File: config.mk
export PLATFORM = sky130hd
export DESIGN_NAME = pipe_ctrl
export DESIGN_NICKNAME = d
export VERILOG_FILES = /design/src/rtl/pipe_ctrl_pkg.sv /design/src/rtl/pipe_ctrl_mdu_occ_cnt.sv /design/src/rtl/pipe_ctrl.sv
export SDC_FILE = /design/constraint.sdc
export NUM_CORES = 1
export LEC_CHECK = 0
export ABC_AREA = 1
export BUFFER_PORTS_ARGS = -buffer_cell sky130_fd_sc_hd__buf_2
export CAP_MARGIN = 20
export CORE_ASPECT_RATIO = 1.4
export CORE_UTILIZATION = 47
export DETAILED_ROUTE_END_ITERATION = 6
export GPL_TIMING_DRIVEN = 1
export MAX_ROUTING_LAYER = met4
export PLACE_DENSITY = 0.8
export SETUP_SLACK_MARGIN = 0.5
export SYNTH_ARGS = -nofsm -noshare
export SYNTH_HDL_FRONTEND = slang
export SYNTH_HIERARCHICAL = 1
export SYNTH_SLANG_ARGS = --single-unit
File: constraint.sdc
create_clock -name clk -period 1.69 [get_ports clk]
set_input_delay 0.2535 -clock clk [delete_from_list [all_inputs] [get_ports clk]]
set_output_delay 0.2535 -clock clk [all_outputs]
set_load 0.005 [all_outputs]
File: src/rtl/pipe_ctrl_pkg.sv
// Shared types for the pipeline hazard/sequencing controller.
package pipes;

    typedef enum logic {
        RUN,
        DISCARD
    } ctrl_state_t;

    typedef struct packed {
        logic pcEn;
        logic ifidEn;
        logic ifidClr;
        logic idexEn;
        logic idexClr;
        logic exmemEn;
        logic exmemClr;
        logic memwbEn;
        logic memwbClr;
    } pipe_ctrl_t;

endpackage

File: src/rtl/pipe_ctrl_mdu_occ_cnt.sv
// Counts cycles a mul/div has occupied EX; requests a stall until its last cycle.
module mdu_occ_cnt #(
    parameter int MDU_CYCLES = 4
) (
    input  logic clk,
    input  logic rst,
    input  logic start,
    input  logic hold,
    input  logic clear,
    output logic stall
);

    localparam int CNT_W = $clog2(MDU_CYCLES + 1);

    logic [CNT_W-1:0] k;

    assign stall = start && (k < CNT_W'(MDU_CYCLES - 1));

    always_ff @(posedge clk) begin
        if (!rst) begin
            k <= '0;
        end else if (!hold) begin
            if (stall) begin
                k <= k + CNT_W'(1);
            end else if (clear) begin
                k <= '0;
            end
        end
    end

endmodule

File: src/rtl/pipe_ctrl.sv
// Hazard/sequencing controller: per-stage enable/clear, redirects, and
// discard of a fetch in flight that belongs to a squashed path.
module pipe_ctrl
    import pipes::*;
#(
    parameter int ADDR_W     = 64,
    parameter int MDU_CYCLES = 4
) (
    input  logic              clk,
    input  logic              rst,
    input  logic              i_busy,
    input  logic              d_busy,
    input  logic              load_use,
    input  logic              mdu_start,
    input  logic              br_taken,
    input  logic [ADDR_W-1:0] br_target,
    output logic              pc_en,
    output logic              redirect,
    output logic [ADDR_W-1:0] pc_target,
    output logic              ifid_en,
    output logic              ifid_clr,
    output logic              idex_en,
    output logic              idex_clr,
    output logic              exmem_en,
    output logic              exmem_clr,
    output logic              memwb_en,
    output logic              memwb_clr,
    output logic [31:0]       stall_cnt
);

    ctrl_state_t       state, nextState;
    logic [ADDR_W-1:0] pendTgt, nextPendTgt;
    logic [31:0]       stallCnt;
    pipe_ctrl_t        c;
    logic              redirectC;
    logic [ADDR_W-1:0] tgtC;
    logic              mduStall;

    mdu_occ_cnt #(
        .MDU_CYCLES(MDU_CYCLES)
    ) uOcc (
        .clk  (clk),
        .rst  (rst),
        .start(mdu_start),
        .hold (d_busy),
        .clear(c.exmemEn),
        .stall(mduStall)
    );

    always_comb begin
        c           = '0;
        redirectC   = 1'b0;
        tgtC        = '0;
        nextState   = state;
        nextPendTgt = pendTgt;
        // d_busy (and reset) leave every control at 0 and the state untouched
        if (rst && !d_busy) begin
            unique case (state)
                RUN: begin
                    if (mduStall) begin
                        c.exmemEn  = 1'b1;
                        c.exmemClr = 1'b1;
                        c.memwbEn  = 1'b1;
                    end else if (br_taken) begin
                        c.ifidEn  = 1'b1;
                        c.ifidClr = 1'b1;
                        c.idexEn  = 1'b1;
                        c.idexClr = 1'b1;
                        c.exmemEn = 1'b1;
                        c.memwbEn = 1'b1;
                        tgtC      = br_target;
                        if (!i_busy) begin
                            c.pcEn    = 1'b1;
                            redirectC = 1'b1;
                        end else begin
                            nextPendTgt = br_target;
                            nextState   = DISCARD;
                        end
                    end else if (load_use) begin
                        c.idexEn  = 1'b1;
                        c.idexClr = 1'b1;
                        c.exmemEn = 1'b1;
                        c.memwbEn = 1'b1;
                    end else if (i_busy) begin
                        c.ifidEn  = 1'b1;
                        c.ifidClr = 1'b1;
                        c.idexEn  = 1'b1;
                        c.exmemEn = 1'b1;
                        c.memwbEn = 1'b1;
                    end else begin
                        c.pcEn    = 1'b1;
                        c.ifidEn  = 1'b1;
                        c.idexEn  = 1'b1;
                        c.exmemEn = 1'b1;
                        c.memwbEn = 1'b1;
                    end
                end
                DISCARD: begin
                    // IF/ID always flushed here; back end runs as in RUN minus branches
                    c.ifidEn  = 1'b1;
                    c.ifidClr = 1'b1;
                    tgtC      = pendTgt;
                    if (mduStall) begin
                        c.exmemEn  = 1'b1;
                        c.exmemClr = 1'b1;
                        c.memwbEn  = 1'b1;
                    end else begin
                        c.idexEn  = 1'b1;
                        c.idexClr = load_use;
                        c.exmemEn = 1'b1;
                        c.memwbEn = 1'b1;
                    end
                    if (!i_busy) begin
                        c.pcEn    = 1'b1;
                        redirectC = 1'b1;
                        nextState = RUN;
                    end
                end
            endcase
        end
    end

    always_ff @(posedge clk) begin
        if (!rst) begin
            state    <= RUN;
            pendTgt  <= '0;
            stallCnt <= '0;
        end else begin
            state   <= nextState;
            pendTgt <= nextPendTgt;
            if (!c.pcEn && stallCnt != '1) begin
                stallCnt <= stallCnt + 32'd1;
            end
        end
    end

    assign pc_en     = c.pcEn;
    assign redirect  = redirectC;
    assign pc_target = tgtC;
    assign ifid_en   = c.ifidEn;
    assign ifid_clr  = c.ifidClr;
    assign idex_en   = c.idexEn;
    assign idex_clr  = c.idexClr;
    assign exmem_en  = c.exmemEn;
    assign exmem_clr = c.exmemClr;
    assign memwb_en  = c.memwbEn;
    assign memwb_clr = c.memwbClr;
    assign stall_cnt = stallCnt;

endmodule

==> report_table.html, run 1 <==
<table>
<tr><th>Metric</th><th>Value</th></tr>
<tr><th colspan="2">Run status</th></tr>
<tr><td>Outcome</td><td>finished with violations</td></tr>
<tr><td>Violated checks</td><td>negative setup slack</td></tr>
<tr><th colspan="2">Setup path</th></tr>
<tr><td>Worst Path Required</td><td>1440 ps</td></tr>
<tr><td>Arrival time of data at the critical path endpoint</td><td>1850 ps</td></tr>
<tr><td>CP Class</td><td>flop to output pin</td></tr>
<tr><td>Largest fanout of any net on the critical path</td><td>5</td></tr>
<tr><td>Kind of start point of the critical path</td><td>flop</td></tr>
<tr><td>Sort of element at the end of the critical path</td><td>output pin</td></tr>
<tr><th colspan="2">Synth</th></tr>
<tr><td>Top flip-flop cell by instance count after synthesis</td><td>sky130_fd_sc_hd__dfxtp_1</td></tr>
<tr><td>Number of synthesized register bits</td><td>100</td></tr>
<tr><td>Number of synthesized flops with an enable pin</td><td>0</td></tr>
<tr><td>Most frequent cell after synthesis</td><td>sky130_fd_sc_hd__nand2_1</td></tr>
<tr><td>Proportion of netlist area held by the largest area contributor</td><td>36.1%</td></tr>
<tr><td>Synthesized instance count</td><td>897</td></tr>
<tr><td>Post-synth ARST share</td><td>0%</td></tr>
<tr><td>Sequential-to-total area share from yosys stat</td><td>36.1%</td></tr>
<tr><td>Mean instance size in the synthesized netlist</td><td>6.18 µm²</td></tr>
<tr><td>Post-synthesis net count</td><td>970</td></tr>
<tr><td>Cell type with the largest total area after synthesis</td><td>sky130_fd_sc_hd__dfxtp_1</td></tr>
<tr><td>Yosys warning total</td><td>6</td></tr>
<tr><td>Post-synthesis cell type count</td><td>26</td></tr>
<tr><td>Area contributors post-synth</td><td>sky130_fd_sc_hd__dfxtp_1, sky130_fd_sc_hd__nand2_1, sky130_fd_sc_hd__nor2_1</td></tr>
<tr><td>Summed instance area of the synthesized netlist</td><td>0.00555 mm²</td></tr>
<tr><td>Most numerous cell types in the synthesized netlist</td><td>sky130_fd_sc_hd__nand2_1, sky130_fd_sc_hd__nor2_1, sky130_fd_sc_hd__dfxtp_1</td></tr>
<tr><th colspan="2">Placement</th></tr>
<tr><td>Placed Cells incl. Taps</td><td>1214</td></tr>
<tr><td>Final GP Congestion</td><td>0.938</td></tr>
<tr><td>Standard cell area after detailed placement</td><td>0.00694 mm²</td></tr>
<tr><td>Post-detailed-placement half-perimeter wirelength</td><td>11500 µm</td></tr>
<tr><td>PortBufs</td><td>175</td></tr>
<tr><th colspan="2">Global routing</th></tr>
<tr><td>Via count of the first global-routing pass</td><td>6788</td></tr>
<tr><td>GRT Resource Usage Total</td><td>35.5%</td></tr>
<tr><td>Remaining Overflow, GRT</td><td>0</td></tr>
<tr><td>Initial antenna violation count</td><td>0</td></tr>
<tr><td>First-pass GRT wire length</td><td>32800 µm</td></tr>
<tr><td>Pin count of the biggest net entering global routing</td><td>76</td></tr>
<tr><th colspan="2">Power</th></tr>
<tr><td>Leakage power of the design</td><td>4.03 nW</td></tr>
<tr><td>Worst IR Drop VDD</td><td>679 µV</td></tr>
<tr><td>Total design power</td><td>5.36 mW</td></tr>
<tr><td>Pwr dens</td><td>585 mW/mm²</td></tr>
<tr><th colspan="2">Route</th></tr>
<tr><td>Routed length per instance</td><td>18.4 µm</td></tr>
<tr><td>Initial DRT Pass Iterations</td><td>5</td></tr>
<tr><td>Routed WL</td><td>23800 µm</td></tr>
<tr><td>Antenna violation net count after detailed routing</td><td>0</td></tr>
<tr><td>Post-detailed-route DRC marker count</td><td>0</td></tr>
<tr><td>Drt via density</td><td>5.79</td></tr>
<tr><td>Detailed-route via count</td><td>7501</td></tr>
<tr><td>Number of DRC markers in iteration 0</td><td>579</td></tr>
<tr><th colspan="2">Timing</th></tr>
<tr><td>Final setup fails</td><td>167</td></tr>
<tr><td>Unrepaired setup endpoints after global routing</td><td>true</td></tr>
<tr><td>Hold violation count in the final report</td><td>0</td></tr>
<tr><td>Worst setup margin</td><td>-410 ps</td></tr>
<tr><td>Max transition margin</td><td>47.2%</td></tr>
<tr><td>Fraction of the cycle the final worst path needs</td><td>124%</td></tr>
<tr><td>Post-layout min period</td><td>2100 ps</td></tr>
<tr><td>Setup Skew</td><td>6.63 ps</td></tr>
<tr><td>Achievable clock frequency</td><td>476 MHz</td></tr>
<tr><td>Setup TNS</td><td>-46480 ps</td></tr>
<tr><td>Pin slew with the least headroom to its limit</td><td>792 ps</td></tr>
<tr><td>Pins Over Slew Limit</td><td>0</td></tr>
<tr><th colspan="2">CTS</th></tr>
<tr><td>Maximum number of buffers from clock root to sink</td><td>2</td></tr>
<tr><td>CTS Buf Count</td><td>9</td></tr>
<tr><td>CTS root buffer</td><td>sky130_fd_sc_hd__clkbuf_16</td></tr>
<tr><td>Clk_lat worst skew</td><td>350 ps</td></tr>
<tr><td>Htree depth</td><td>3</td></tr>
<tr><td>Clock net sink count</td><td>100</td></tr>
<tr><td>TritonCTS clock tree</td><td>yes</td></tr>
<tr><td>Clock transition at the register clock pins on the worst setup and hold paths after CTS</td><td>80 ps</td></tr>
<tr><th colspan="2">Finish</th></tr>
<tr><td>Final instance area</td><td>0.00916 mm²</td></tr>
<tr><td>Final core utilization</td><td>80.3%</td></tr>
<tr><td>Multi-input logic area</td><td>0.00373 mm²</td></tr>
<tr><td>Share of final-layout standard cells stronger than drive strength 1</td><td>43.7%</td></tr>
<tr><td>Number of diodes</td><td>0</td></tr>
<tr><td>Area growth syn-to-layout</td><td>65.1%</td></tr>
<tr><td>Fill cell count</td><td>740</td></tr>
<tr><td>Area used by sequential logic in the layout</td><td>0.00205 mm²</td></tr>
<tr><td>Final standard cell count with taps included and fillers excluded</td><td>1296</td></tr>
<tr><td>Net count reported at finish</td><td>1220</td></tr>
<tr><th colspan="2">Floorplanning</th></tr>
<tr><td>I/O pin count</td><td>177</td></tr>
<tr><td>Floorplan row count</td><td>46</td></tr>
<tr><td>Core Box Area</td><td>0.0114 mm²</td></tr>
<tr><td>Die Wd</td><td>93.8 µm</td></tr>
<tr><td>Effective utilization at floorplan</td><td>48.7%</td></tr>
<tr><td>Die boundary height</td><td>131 µm</td></tr>
<tr><td>Full die area</td><td>0.0122 mm²</td></tr>
<tr><th colspan="2">Min path</th></tr>
<tr><td>Worst hold-check path type</td><td>input pin to flop</td></tr>
<tr><th colspan="2">Flow run</th></tr>
<tr><td>Max-capacitance violation count</td><td>0</td></tr>
</table>
logic make-up (layout without fill, tap and decap cells):
group	Yosys count	in the layout	share of synthesized area, %
buf+inv	95	350	6.93
flops	100	100	36.1
xor+xnor	14	14	2.21
compound gates	163	163	15.4
other cells	1	1	0.0676
simple gates	522	522	38.9
fa+ha+maj	2	2	0.451
through the flow:
stage / hold slack (ps) / setup WS, ps
4_1_cts: 151 / -255
3_5_place_dp: 472 / -12.5
2_1_floorplan: 367 / 170
3_3_place_gp: 462 / 21.5
6_report: 150 / -410
5_1_grt: 169 / -463
registers in the layout, indices dropped and copies added, names as in the netlist:
signal	flops
stall_cnt	32
pendTgt	64
state	1
uOcc/k	3
final timing paths:
| path | to | start | cells past startpoint | slack, ps |
|---|---|---|---|---|
| setup / recovery | pc_target[52] | uOcc/k[2] | 11 | -410 |
| hold / removal | pendTgt[5] | br_target[5] | 3 | 150 |
| setup reg to reg | pendTgt[60] | uOcc/k[2] | 15 | -350 |
| hold reg to reg | pendTgt[59] | pendTgt[59] | 2 | 470 |
layout make-up:
| class | count | area share [%] |
|---|---|---|
| multi-input cells | 702 | 40.7 |
| repair buffers | 295 | 30.1 |
| flip-flops and latches | 100 | 22.4 |
| clock buffers | 10 | 2.61 |
| well taps | 144 | 1.97 |
| inverters | 39 | 1.82 |
| clock inverters | 6 | 0.424 |
per-layer routing:
metal | track usage, % | share of wire [%] | vias to the layer above
met1 | 37.8 | 34 | 3445
met3 | 6.31 | 8.8 | 158
met5 | - | 0 | -
met2 | 61.1 | 50 | 494
met4 | 21.4 | 7.2 | 0
li1 | - | - | 3404
layout by cell type (no fill, tap or decap), types with 8 or more instances in the layout:
| cell | count |
|---|---|
| sky130_fd_sc_hd__nor2_1 | 170 |
| sky130_fd_sc_hd__clkbuf_16 | 13 |
| sky130_fd_sc_hd__o21ai_2 | 45 |
| sky130_fd_sc_hd__nand4_1 | 8 |
| sky130_fd_sc_hd__nand2_2 | 16 |
| sky130_fd_sc_hd__dfxtp_1 | 68 |
| sky130_fd_sc_hd__buf_12 | 20 |
| sky130_fd_sc_hd__o21ai_1 | 41 |
| sky130_fd_sc_hd__buf_4 | 31 |
| sky130_fd_sc_hd__a21oi_1 | 28 |
| sky130_fd_sc_hd__dfxtp_2 | 29 |
| sky130_fd_sc_hd__nand3_1 | 69 |
| sky130_fd_sc_hd__nor2_2 | 26 |
| sky130_fd_sc_hd__xor2_1 | 8 |
| sky130_fd_sc_hd__buf_2 | 167 |
| sky130_fd_sc_hd__buf_16 | 21 |
| sky130_fd_sc_hd__a21oi_2 | 36 |
| sky130_fd_sc_hd__buf_6 | 46 |
| sky130_fd_sc_hd__nand2_1 | 209 |
| sky130_fd_sc_hd__inv_1 | 30 |
worst max-delay path, stage by stage (launching register included):
cell and delay [ps]:
sky130_fd_sc_hd__dfxtp_2 340, sky130_fd_sc_hd__nor2_4 130, sky130_fd_sc_hd__inv_2 70, sky130_fd_sc_hd__a21oi_4 130
sky130_fd_sc_hd__inv_2 70, sky130_fd_sc_hd__nand2_2 100, sky130_fd_sc_hd__nand2_4 80, sky130_fd_sc_hd__nand2_8 110
sky130_fd_sc_hd__buf_12 130, sky130_fd_sc_hd__clkbuf_16 140, sky130_fd_sc_hd__a21oi_1 50, sky130_fd_sc_hd__buf_2 130
what timing repair did:
item	4_1_cts	5_1_grt
resized for setup	211	128
hold endpoints to repair	0	0
setup endpoints to repair	179	196
hold buffers	0	0
buffers inserted	34	5
pin swaps	32	36
cloned	22	5
where the power goes:
part           leakage, nW  internal [mW]  switching, mW  total [mW]
sequential           0.825           2.40         0.0437        2.44
clock                0.135           1.04          0.978        2.02
combinational         3.07          0.417          0.479       0.896
total                 4.03           3.85           1.50        5.36
(Power assumes the default switching activity.)
==> run 2: changes to the inputs <==
TNS_END_PERCENT = 10   (was not set)
==> run 2 against run 1 <==
Compared with the run above:
- combinational power fell by 35%
- clock skew about the same
- first-iteration DRC count decreased by 60%
- critical path depth fell by 1
- clock power increased by 2%
- the run still ends with negative setup slack left
- cell count down 3.9%
- fmax increased by 9.9%
- worst setup slack better by 190 ps
==> report_table.html, run 2 (synthesis gave the netlist of run 1 again) <==
<table>
<tr><th>Metric</th><th>Value</th></tr>
<tr><th colspan="2">Power</th></tr>
<tr><td>Pwr dens</td><td>650 mW/mm² (+11%)</td></tr>
<tr><td>Leakage power of the design</td><td>3.44 nW (-15%)</td></tr>
<tr><td>Worst IR Drop VDD</td><td>426 µV (-37%)</td></tr>
<tr><th colspan="2">CTS</th></tr>
<tr><td>CTS root buffer</td><td>sky130_fd_sc_hd__clkbuf_16</td></tr>
<tr><td>Clk_lat worst skew</td><td>350 ps (about the same)</td></tr>
<tr><td>Clock transition at the register clock pins on the worst setup and hold paths after CTS</td><td>80 ps (about the same)</td></tr>
<tr><td>Clock net sink count</td><td>100 (unchanged)</td></tr>
<tr><td>Maximum number of buffers from clock root to sink</td><td>2 (unchanged)</td></tr>
<tr><td>Hold_buf cts</td><td>0 (unchanged)</td></tr>
<tr><td>Htree depth</td><td>3 (unchanged)</td></tr>
<tr><td>CTS Buf Count</td><td>9 (unchanged)</td></tr>
<tr><td>TritonCTS clock tree</td><td>yes</td></tr>
<tr><th colspan="2">Floorplanning</th></tr>
<tr><td>Full die area</td><td>0.0122 mm² (unchanged)</td></tr>
<tr><td>Die Wd</td><td>93.8 µm (unchanged)</td></tr>
<tr><td>Core Box Area</td><td>0.0114 mm² (unchanged)</td></tr>
<tr><td>Effective utilization at floorplan</td><td>48.7% (unchanged)</td></tr>
<tr><td>I/O pin count</td><td>177 (unchanged)</td></tr>
<tr><td>Die boundary height</td><td>131 µm (unchanged)</td></tr>
<tr><td>Floorplan row count</td><td>46 (unchanged)</td></tr>
<tr><th colspan="2">Timing</th></tr>
<tr><td>Pin slew with the least headroom to its limit</td><td>690 ps (-102 ps)</td></tr>
<tr><td>Setup Skew</td><td>6.95 ps (+0.320 ps)</td></tr>
<tr><td>Pins Over Slew Limit</td><td>0 (unchanged)</td></tr>
<tr><td>Final setup fails</td><td>83 (-50%)</td></tr>
<tr><td>Post-layout min period</td><td>1910 ps (-190 ps)</td></tr>
<tr><td>Unrepaired setup endpoints after global routing</td><td>true</td></tr>
<tr><td>Worst setup margin</td><td>-221 ps (+190 ps)</td></tr>
<tr><td>Achievable clock frequency</td><td>523 MHz (+9.9%)</td></tr>
<tr><td>Fraction of the cycle the final worst path needs</td><td>113% (-11 points)</td></tr>
<tr><td>Max transition margin</td><td>54.0% (+6.8 points)</td></tr>
<tr><td>Hold violation count in the final report</td><td>0 (unchanged)</td></tr>
<tr><th colspan="2">Global routing</th></tr>
<tr><td>Remaining Overflow, GRT</td><td>0 (unchanged)</td></tr>
<tr><td>Initial antenna violation count</td><td>0 (unchanged)</td></tr>
<tr><td>First-pass GRT wire length</td><td>26600 µm (-19%)</td></tr>
<tr><td>Pin count of the biggest net entering global routing</td><td>76 (unchanged)</td></tr>
<tr><td>Via count of the first global-routing pass</td><td>5858 (-14%)</td></tr>
<tr><td>GRT Resource Usage Total</td><td>28.1% (-7.4 points)</td></tr>
<tr><th colspan="2">Route</th></tr>
<tr><td>Initial DRT Pass Iterations</td><td>5 (unchanged)</td></tr>
<tr><td>Drt via density</td><td>5.33 (-7.8%)</td></tr>
<tr><td>Routed WL</td><td>17400 µm (-27%)</td></tr>
<tr><td>Routed length per instance</td><td>14.0 µm (-24%)</td></tr>
<tr><td>Number of DRC markers in iteration 0</td><td>229 (-60%)</td></tr>
<tr><td>Detailed-route via count</td><td>6642 (-11%)</td></tr>
<tr><td>Post-detailed-route DRC marker count</td><td>0 (unchanged)</td></tr>
<tr><td>Antenna violation net count after detailed routing</td><td>0 (unchanged)</td></tr>
<tr><th colspan="2">Setup path</th></tr>
<tr><td>CP Class</td><td>flop to output pin</td></tr>
<tr><td>Arrival time of data at the critical path endpoint</td><td>1660 ps (-190 ps)</td></tr>
<tr><td>Kind of start point of the critical path</td><td>flop</td></tr>
<tr><td>Largest fanout of any net on the critical path</td><td>5 (unchanged)</td></tr>
<tr><td>Sort of element at the end of the critical path</td><td>output pin</td></tr>
<tr><td>Worst Path Required</td><td>1440 ps (about the same)</td></tr>
<tr><th colspan="2">Placement</th></tr>
<tr><td>Standard cell area after detailed placement</td><td>0.00699 mm² (+0.63%)</td></tr>
<tr><td>PortBufs</td><td>175 (unchanged)</td></tr>
<tr><td>Post-detailed-placement half-perimeter wirelength</td><td>11700 µm (+2.0%)</td></tr>
<tr><td>Worst slack at placement</td><td>32.8 ps (+45.3 ps)</td></tr>
<tr><td>Final GP Congestion</td><td>0.961 (+2.4%)</td></tr>
<tr><th colspan="2">Finish</th></tr>
<tr><td>Number of diodes</td><td>0 (unchanged)</td></tr>
<tr><td>Most frequent standard cell in the layout excluding fill and tap cells</td><td>sky130_fd_sc_hd__nand2_1</td></tr>
<tr><td>Final instance area</td><td>0.00780 mm² (-15%)</td></tr>
<tr><td>Top library cells by usage in the layout, fill and taps aside</td><td>sky130_fd_sc_hd__nand2_1, sky130_fd_sc_hd__nor2_1, sky130_fd_sc_hd__buf_2, sky130_fd_sc_hd__o21ai_0, sky130_fd_sc_hd__dfxtp_1</td></tr>
<tr><td>Flip-flop count of the largest register, all copies and words added</td><td>64 (unchanged)</td></tr>
<tr><td>Share of final-layout standard cells stronger than drive strength 1</td><td>33.6% (-10 points)</td></tr>
<tr><td>Area growth syn-to-layout</td><td>40.6%</td></tr>
<tr><td>Largest reg by FF count</td><td>pendTgt</td></tr>
<tr><td>Net count reported at finish</td><td>1169 (-4.2%)</td></tr>
<tr><th colspan="2">Min path</th></tr>
<tr><td>Worst hold-check path type</td><td>input pin to flop</td></tr>
<tr><th colspan="2">Run status</th></tr>
<tr><td>Outcome</td><td>finished with violations</td></tr>
<tr><td>Violated checks</td><td>negative setup slack</td></tr>
<tr><th colspan="2">Flow run</th></tr>
<tr><td>Max-capacitance violation count</td><td>0 (unchanged)</td></tr>
</table>
run 2: cell count changes in the layout (fill, tap and decap cells not counted), moves of 13 or more:
cell / change
sky130_fd_sc_hd__buf_6: -13
sky130_fd_sc_hd__o21ai_0: +76
sky130_fd_sc_hd__a21oi_1: +20
sky130_fd_sc_hd__nor2_2: -18
sky130_fd_sc_hd__buf_16: -19
sky130_fd_sc_hd__nor2_1: +19
sky130_fd_sc_hd__o21ai_2: -44
sky130_fd_sc_hd__nand2_1: -18
sky130_fd_sc_hd__buf_12: -13
sky130_fd_sc_hd__o21ai_1: -29
sky130_fd_sc_hd__a21oi_2: -17
run 2: cell type report:
type | instances | area (µm²)
Timing Repair Buffer | 244 | 1710
Sequential cell | 100 | 2040
Multi-Input combinational cell | 702 | 3420
Tap cell | 144 | 180
Clock buffer | 9 | 225
Clock inverter | 7 | 63.8
Fill cell | 1017 | 3600
Inverter | 39 | 159
run 2: final timing paths:
kind,start,end,slack [ps],cells past startpoint
min reg2reg,pendTgt[38],pendTgt[38],490,2
max,uOcc/k[2],ifid_clr,-220,10
min,br_target[6],pendTgt[6],160,3
max reg2reg,uOcc/k[2],stall_cnt[24],-60,15
run 2: worst max-delay path: stages (launching register included):
cell                      delay [ps]
sky130_fd_sc_hd__dfxtp_2         340
sky130_fd_sc_hd__nor2_4           90
sky130_fd_sc_hd__inv_2            50
sky130_fd_sc_hd__a21oi_2         140
sky130_fd_sc_hd__inv_2            80
sky130_fd_sc_hd__nand2_2          80
sky130_fd_sc_hd__nand2_4          70
sky130_fd_sc_hd__nand2_8         100
sky130_fd_sc_hd__buf_4           140
sky130_fd_sc_hd__o21ai_0          80
sky130_fd_sc_hd__buf_2           130
run 2: what timing repair did:
item | CTS | global route
pin swaps | 51 | 10
resized for setup | 113 | 25
buffers inserted | 0 | 3
endpoints found under the setup margin | 185 | 189
cloned | 1 | 2
run 2: metrics by stage:
stage | cells | TNS [ps] | power, mW | hold WS [ps] | utilization [%]
finish | 1245 | -11330 | 5.07 | 163 | 68.4
global route | 1245 | -21060 | 5.24 | 180 | 68.4
CTS | 1240 | -10870 | 5.06 | 153 | 66.9
detailed placement | 1223 | 0 | 3.00 | 473 | 61.3
global placement | 1223 | 0 | 2.99 | 461 | 61.3
floorplan | 897 | 0 | 2.77 | 374 | -
run 2: metal layers:
layer	global-route usage, %	wire (µm)	vias up
met5	-	0	-
met4	17.0	769	0
li1	-	-	3289
met2	49.4	8910	263
met3	3.24	939	54
met1	30.2	6780	3036
run 2: report_power, final:
part           internal [mW]  leakage, nW  switching (mW)  total (mW)
Combinational          0.250         2.47           0.331       0.581
Clock                   1.04        0.145            1.01        2.06
Sequential              2.40        0.820          0.0353        2.43
==> run 3: changes to the inputs <==
BUFFER_PORTS_ARGS = -buffer_cell sky130_fd_sc_hd__buf_4   (was -buffer_cell sky130_fd_sc_hd__buf_2)
CORE_UTILIZATION = 56   (was 47)
PLACE_DENSITY = 0.95   (was 0.8)
clock period = 2.4 ns   (was 1.69 ns; I/O delays follow)
==> run 3 against run 2 <==
Compared with the run above:
- the flow now finishes without violations
- clock power decreased by 24%
- final area increased by 0.24%
- total power decreased by 25%
- wire length increased by 15%
- register-to-register slack improved by 230 ps
- sequential cell count unchanged
- sequential share of layout area decreased by 0.43 points
- first-iteration DRC count increased to 2.6 times the previous value
- critical path type is now flop to flop
- critical endpoint is now pendTgt[20]
- largest power group unchanged
==> report_table.html, run 3 (synthesis gave the netlist of run 1 again) <==
<table>
<tr><th>Metric</th><th>Value</th></tr>
<tr><th colspan="2">Global routing</th></tr>
<tr><td>Via count of the first global-routing pass</td><td>6467 (+10%)</td></tr>
<tr><td>Initial antenna violation count</td><td>0 (unchanged)</td></tr>
<tr><td>Pin count of the biggest net entering global routing</td><td>76 (unchanged)</td></tr>
<tr><td>GRT Resource Usage Total</td><td>37.6% (+9.5 points)</td></tr>
<tr><td>First-pass GRT wire length</td><td>30000 µm (+13%)</td></tr>
<tr><td>Remaining Overflow, GRT</td><td>0 (unchanged)</td></tr>
<tr><th colspan="2">Route</th></tr>
<tr><td>Detailed-route via count</td><td>7091 (+6.8%)</td></tr>
<tr><td>Routed length per instance</td><td>16.6 µm (+19%)</td></tr>
<tr><td>Drt via density</td><td>5.87 (+10%)</td></tr>
<tr><td>Initial DRT Pass Iterations</td><td>5 (unchanged)</td></tr>
<tr><td>Antenna violation net count after detailed routing</td><td>0 (unchanged)</td></tr>
<tr><td>Routed WL</td><td>20100 µm (+15%)</td></tr>
<tr><td>Number of DRC markers in iteration 0</td><td>598 (+160%)</td></tr>
<tr><td>Post-detailed-route DRC marker count</td><td>0 (unchanged)</td></tr>
<tr><th colspan="2">Timing</th></tr>
<tr><td>Final setup fails</td><td>0 (-100%)</td></tr>
<tr><td>Pin slew with the least headroom to its limit</td><td>687 ps (-2.45 ps)</td></tr>
<tr><td>Unrepaired setup endpoints after global routing</td><td>true</td></tr>
<tr><td>Max transition margin</td><td>54.2% (+0.16 points)</td></tr>
<tr><td>Pins Over Slew Limit</td><td>0 (unchanged)</td></tr>
<tr><td>Hold violation count in the final report</td><td>0 (unchanged)</td></tr>
<tr><td>Setup Skew</td><td>4.78 ps (-2.17 ps)</td></tr>
<tr><td>Achievable clock frequency</td><td>448 MHz</td></tr>
<tr><td>Fraction of the cycle the final worst path needs</td><td>92.9%</td></tr>
<tr><td>Setup TNS</td><td>0 ps (+11330 ps)</td></tr>
<tr><td>Post-layout min period</td><td>2230 ps</td></tr>
<tr><th colspan="2">Setup path</th></tr>
<tr><td>Flop-to-flop setup slack</td><td>170 ps (+230 ps)</td></tr>
<tr><td>Count of cells along the worst register-to-register path</td><td>13 (-2)</td></tr>
<tr><td>Sort of element at the end of the critical path</td><td>flop</td></tr>
<tr><td>Largest fanout of any net on the critical path</td><td>49 (+44)</td></tr>
<tr><td>CP Class</td><td>flop to flop</td></tr>
<tr><td>Worst Path Required</td><td>2670 ps (+1230 ps)</td></tr>
<tr><td>R2r endpoint</td><td>pendTgt[20]</td></tr>
<tr><td>Kind of start point of the critical path</td><td>flop</td></tr>
<tr><td>Arrival time of data at the critical path endpoint</td><td>2500 ps (+840 ps)</td></tr>
<tr><td>Startpoint of the worst-slack reg-to-reg timing path</td><td>uOcc/k[2]</td></tr>
<tr><th colspan="2">Floorplanning</th></tr>
<tr><td>Die boundary height</td><td>120 µm (-8.3%)</td></tr>
<tr><td>Full die area</td><td>0.0103 mm² (-16%)</td></tr>
<tr><td>I/O pin count</td><td>177 (unchanged)</td></tr>
<tr><td>Effective utilization at floorplan</td><td>58.0% (+9.3 points)</td></tr>
<tr><td>Floorplan row count</td><td>42 (-8.7%)</td></tr>
<tr><td>Core Box Area</td><td>0.00956 mm² (-16%)</td></tr>
<tr><td>Die Wd</td><td>86.1 µm (-8.2%)</td></tr>
<tr><th colspan="2">Min path</th></tr>
<tr><td>Capture endpoint of the worst hold path</td><td>pendTgt[31]</td></tr>
<tr><td>Hold path depth</td><td>3 (unchanged)</td></tr>
<tr><td>HP Start</td><td>br_target[31]</td></tr>
<tr><td>Worst hold-check path type</td><td>input pin to flop</td></tr>
<tr><th colspan="2">Power</th></tr>
<tr><td>Part of the power in the clock network</td><td>41.5% (+1.0 points)</td></tr>
<tr><td>Total design power</td><td>3.79 mW (-25%)</td></tr>
<tr><td>Pwr dens</td><td>485 mW/mm² (-25%)</td></tr>
<tr><td>Leakage power of the design</td><td>3.32 nW (-3.6%)</td></tr>
<tr><td>Net switching power figure</td><td>0.951 mW (-31%)</td></tr>
<tr><td>Cell-internal power</td><td>2.84 mW (-23%)</td></tr>
<tr><td>Worst IR Drop VDD</td><td>437 µV (+2.7%)</td></tr>
<tr><td>Part of the power in combinational logic</td><td>13.1% (+1.6 points)</td></tr>
<tr><td>Proportion of power drawn by flip-flops and latches</td><td>45.4% (-2.6 points)</td></tr>
<tr><td>Sw frac</td><td>25.1% (-2.1 points)</td></tr>
<tr><th colspan="2">Finish</th></tr>
<tr><td>Flip-flop count of the largest register, all copies and words added</td><td>64 (unchanged)</td></tr>
<tr><td>Fill cell count</td><td>631 (-38%)</td></tr>
<tr><td>Largest reg by FF count</td><td>pendTgt</td></tr>
<tr><td>Most frequent standard cell in the layout excluding fill and tap cells</td><td>sky130_fd_sc_hd__nand2_1</td></tr>
<tr><td>Number of diodes</td><td>0 (unchanged)</td></tr>
<tr><td>Area growth syn-to-layout</td><td>40.9%</td></tr>
<tr><td>Share of final-layout standard cells stronger than drive strength 1</td><td>27.3% (-6.3 points)</td></tr>
<tr><td>Top library cells by usage in the layout, fill and taps aside</td><td>sky130_fd_sc_hd__nand2_1, sky130_fd_sc_hd__nor2_1, sky130_fd_sc_hd__buf_4, sky130_fd_sc_hd__dfxtp_1, sky130_fd_sc_hd__o21ai_0</td></tr>
<tr><td>Net count reported at finish</td><td>1143 (-2.2%)</td></tr>
<tr><td>Final core utilization</td><td>81.7% (+13 points)</td></tr>
<tr><th colspan="2">CTS</th></tr>
<tr><td>Clock transition at the register clock pins on the worst setup and hold paths after CTS</td><td>70 ps (about the same)</td></tr>
<tr><td>Hold_buf cts</td><td>0 (unchanged)</td></tr>
<tr><td>Clk_lat worst skew</td><td>350 ps (about the same)</td></tr>
<tr><td>CTS root buffer</td><td>sky130_fd_sc_hd__clkbuf_16</td></tr>
<tr><td>TritonCTS clock tree</td><td>yes</td></tr>
<tr><td>CTS Buf Count</td><td>9 (unchanged)</td></tr>
<tr><td>Clock net sink count</td><td>100 (unchanged)</td></tr>
<tr><td>Maximum number of buffers from clock root to sink</td><td>2 (unchanged)</td></tr>
<tr><td>Htree depth</td><td>3 (unchanged)</td></tr>
<tr><th colspan="2">Run status</th></tr>
<tr><td>Outcome</td><td>finished clean</td></tr>
<tr><th colspan="2">Placement</th></tr>
<tr><td>Post-detailed-placement half-perimeter wirelength</td><td>11200 µm (-4.2%)</td></tr>
<tr><td>PortBufs</td><td>175 (unchanged)</td></tr>
<tr><td>Final GP Congestion</td><td>0.940 (-2.1%)</td></tr>
<tr><th colspan="2">Flow run</th></tr>
<tr><td>Max-capacitance violation count</td><td>0 (unchanged)</td></tr>
</table>
## run 3: how the worst max path moves through the flow
stage	endpoint	slack, ps	cells past startpoint	from
6_report	pendTgt[20]	170	13	uOcc/k[2]
4_1_cts	pc_target[53]	270	11	uOcc/k[2]
3_3_place_gp	stall_cnt[28]	370	13	mdu_start
3_5_place_dp	stall_cnt[23]	280	13	mdu_start
5_1_grt	pendTgt[20]	60	12	uOcc/k[2]
2_1_floorplan	ifid_clr	600	10	mdu_start
## run 3: power by group through the flow
stage | Sequential [mW] | Combinational, mW | Clock, mW
after floorplan | 1.75 | 0.192 | 0
after global placement | 1.75 | 0.377 | 0
after detailed placement | 1.75 | 0.388 | 0
after CTS | 1.71 | 0.442 | 1.57
after global routing | 1.72 | 0.531 | 1.65
final | 1.72 | 0.497 | 1.57
## run 3: final cells by class
type	instances	area (µm²)	area share [%]
inverter	39	149	1.90
clock inverter	7	91.3	1.17
clock buffer	9	225	2.88
sequential	100	2010	25.7
timing repair buffer	218	1850	23.7
multi-input combinational	702	3330	42.6
tap	132	165	2.11
## run 3: metal layers
metal,GRT usage [%],share of wire (%),vias to the layer above
met2,61.0,50,487
met3,6.26,8.1,145
li1,-,-,3227
met5,-,0,-
met4,27.7,7.6,0
met1,41.2,34,3232
## run 3: timing repair
action,in CTS,in global routing
pin swaps,1,2
setup endpoints to repair,95,165
hold endpoints to repair,0,0
buffers inserted,20,5
gates resized for setup,33,29
cloned,3,2
## run 3: metrics by stage
stage,hold WS [ps],instances,instance area [µm²],setup slack (ps)
2_1_floorplan,455,897,5550,601
3_3_place_gp,461,1161,6930,374
3_5_place_dp,472,1161,6930,279
4_1_cts,263,1200,7630,271
5_1_grt,274,1207,7820,55.9
6_report,263,1207,7820,169
## run 3: critical path, stage by stage, from the launching register on
cell and delay (ps):
sky130_fd_sc_hd__dfxtp_2 360, sky130_fd_sc_hd__nor2_4 50, sky130_fd_sc_hd__inv_2 70, sky130_fd_sc_hd__a21oi_4 40, sky130_fd_sc_hd__buf_4 130, sky130_fd_sc_hd__buf_4 120, sky130_fd_sc_hd__buf_4 120, sky130_fd_sc_hd__buf_4 120
sky130_fd_sc_hd__nor2_1 160, sky130_fd_sc_hd__nand3_2 130, sky130_fd_sc_hd__inv_2 270, sky130_fd_sc_hd__buf_12 280, sky130_fd_sc_hd__nor2_1 90, sky130_fd_sc_hd__nor2_1 180
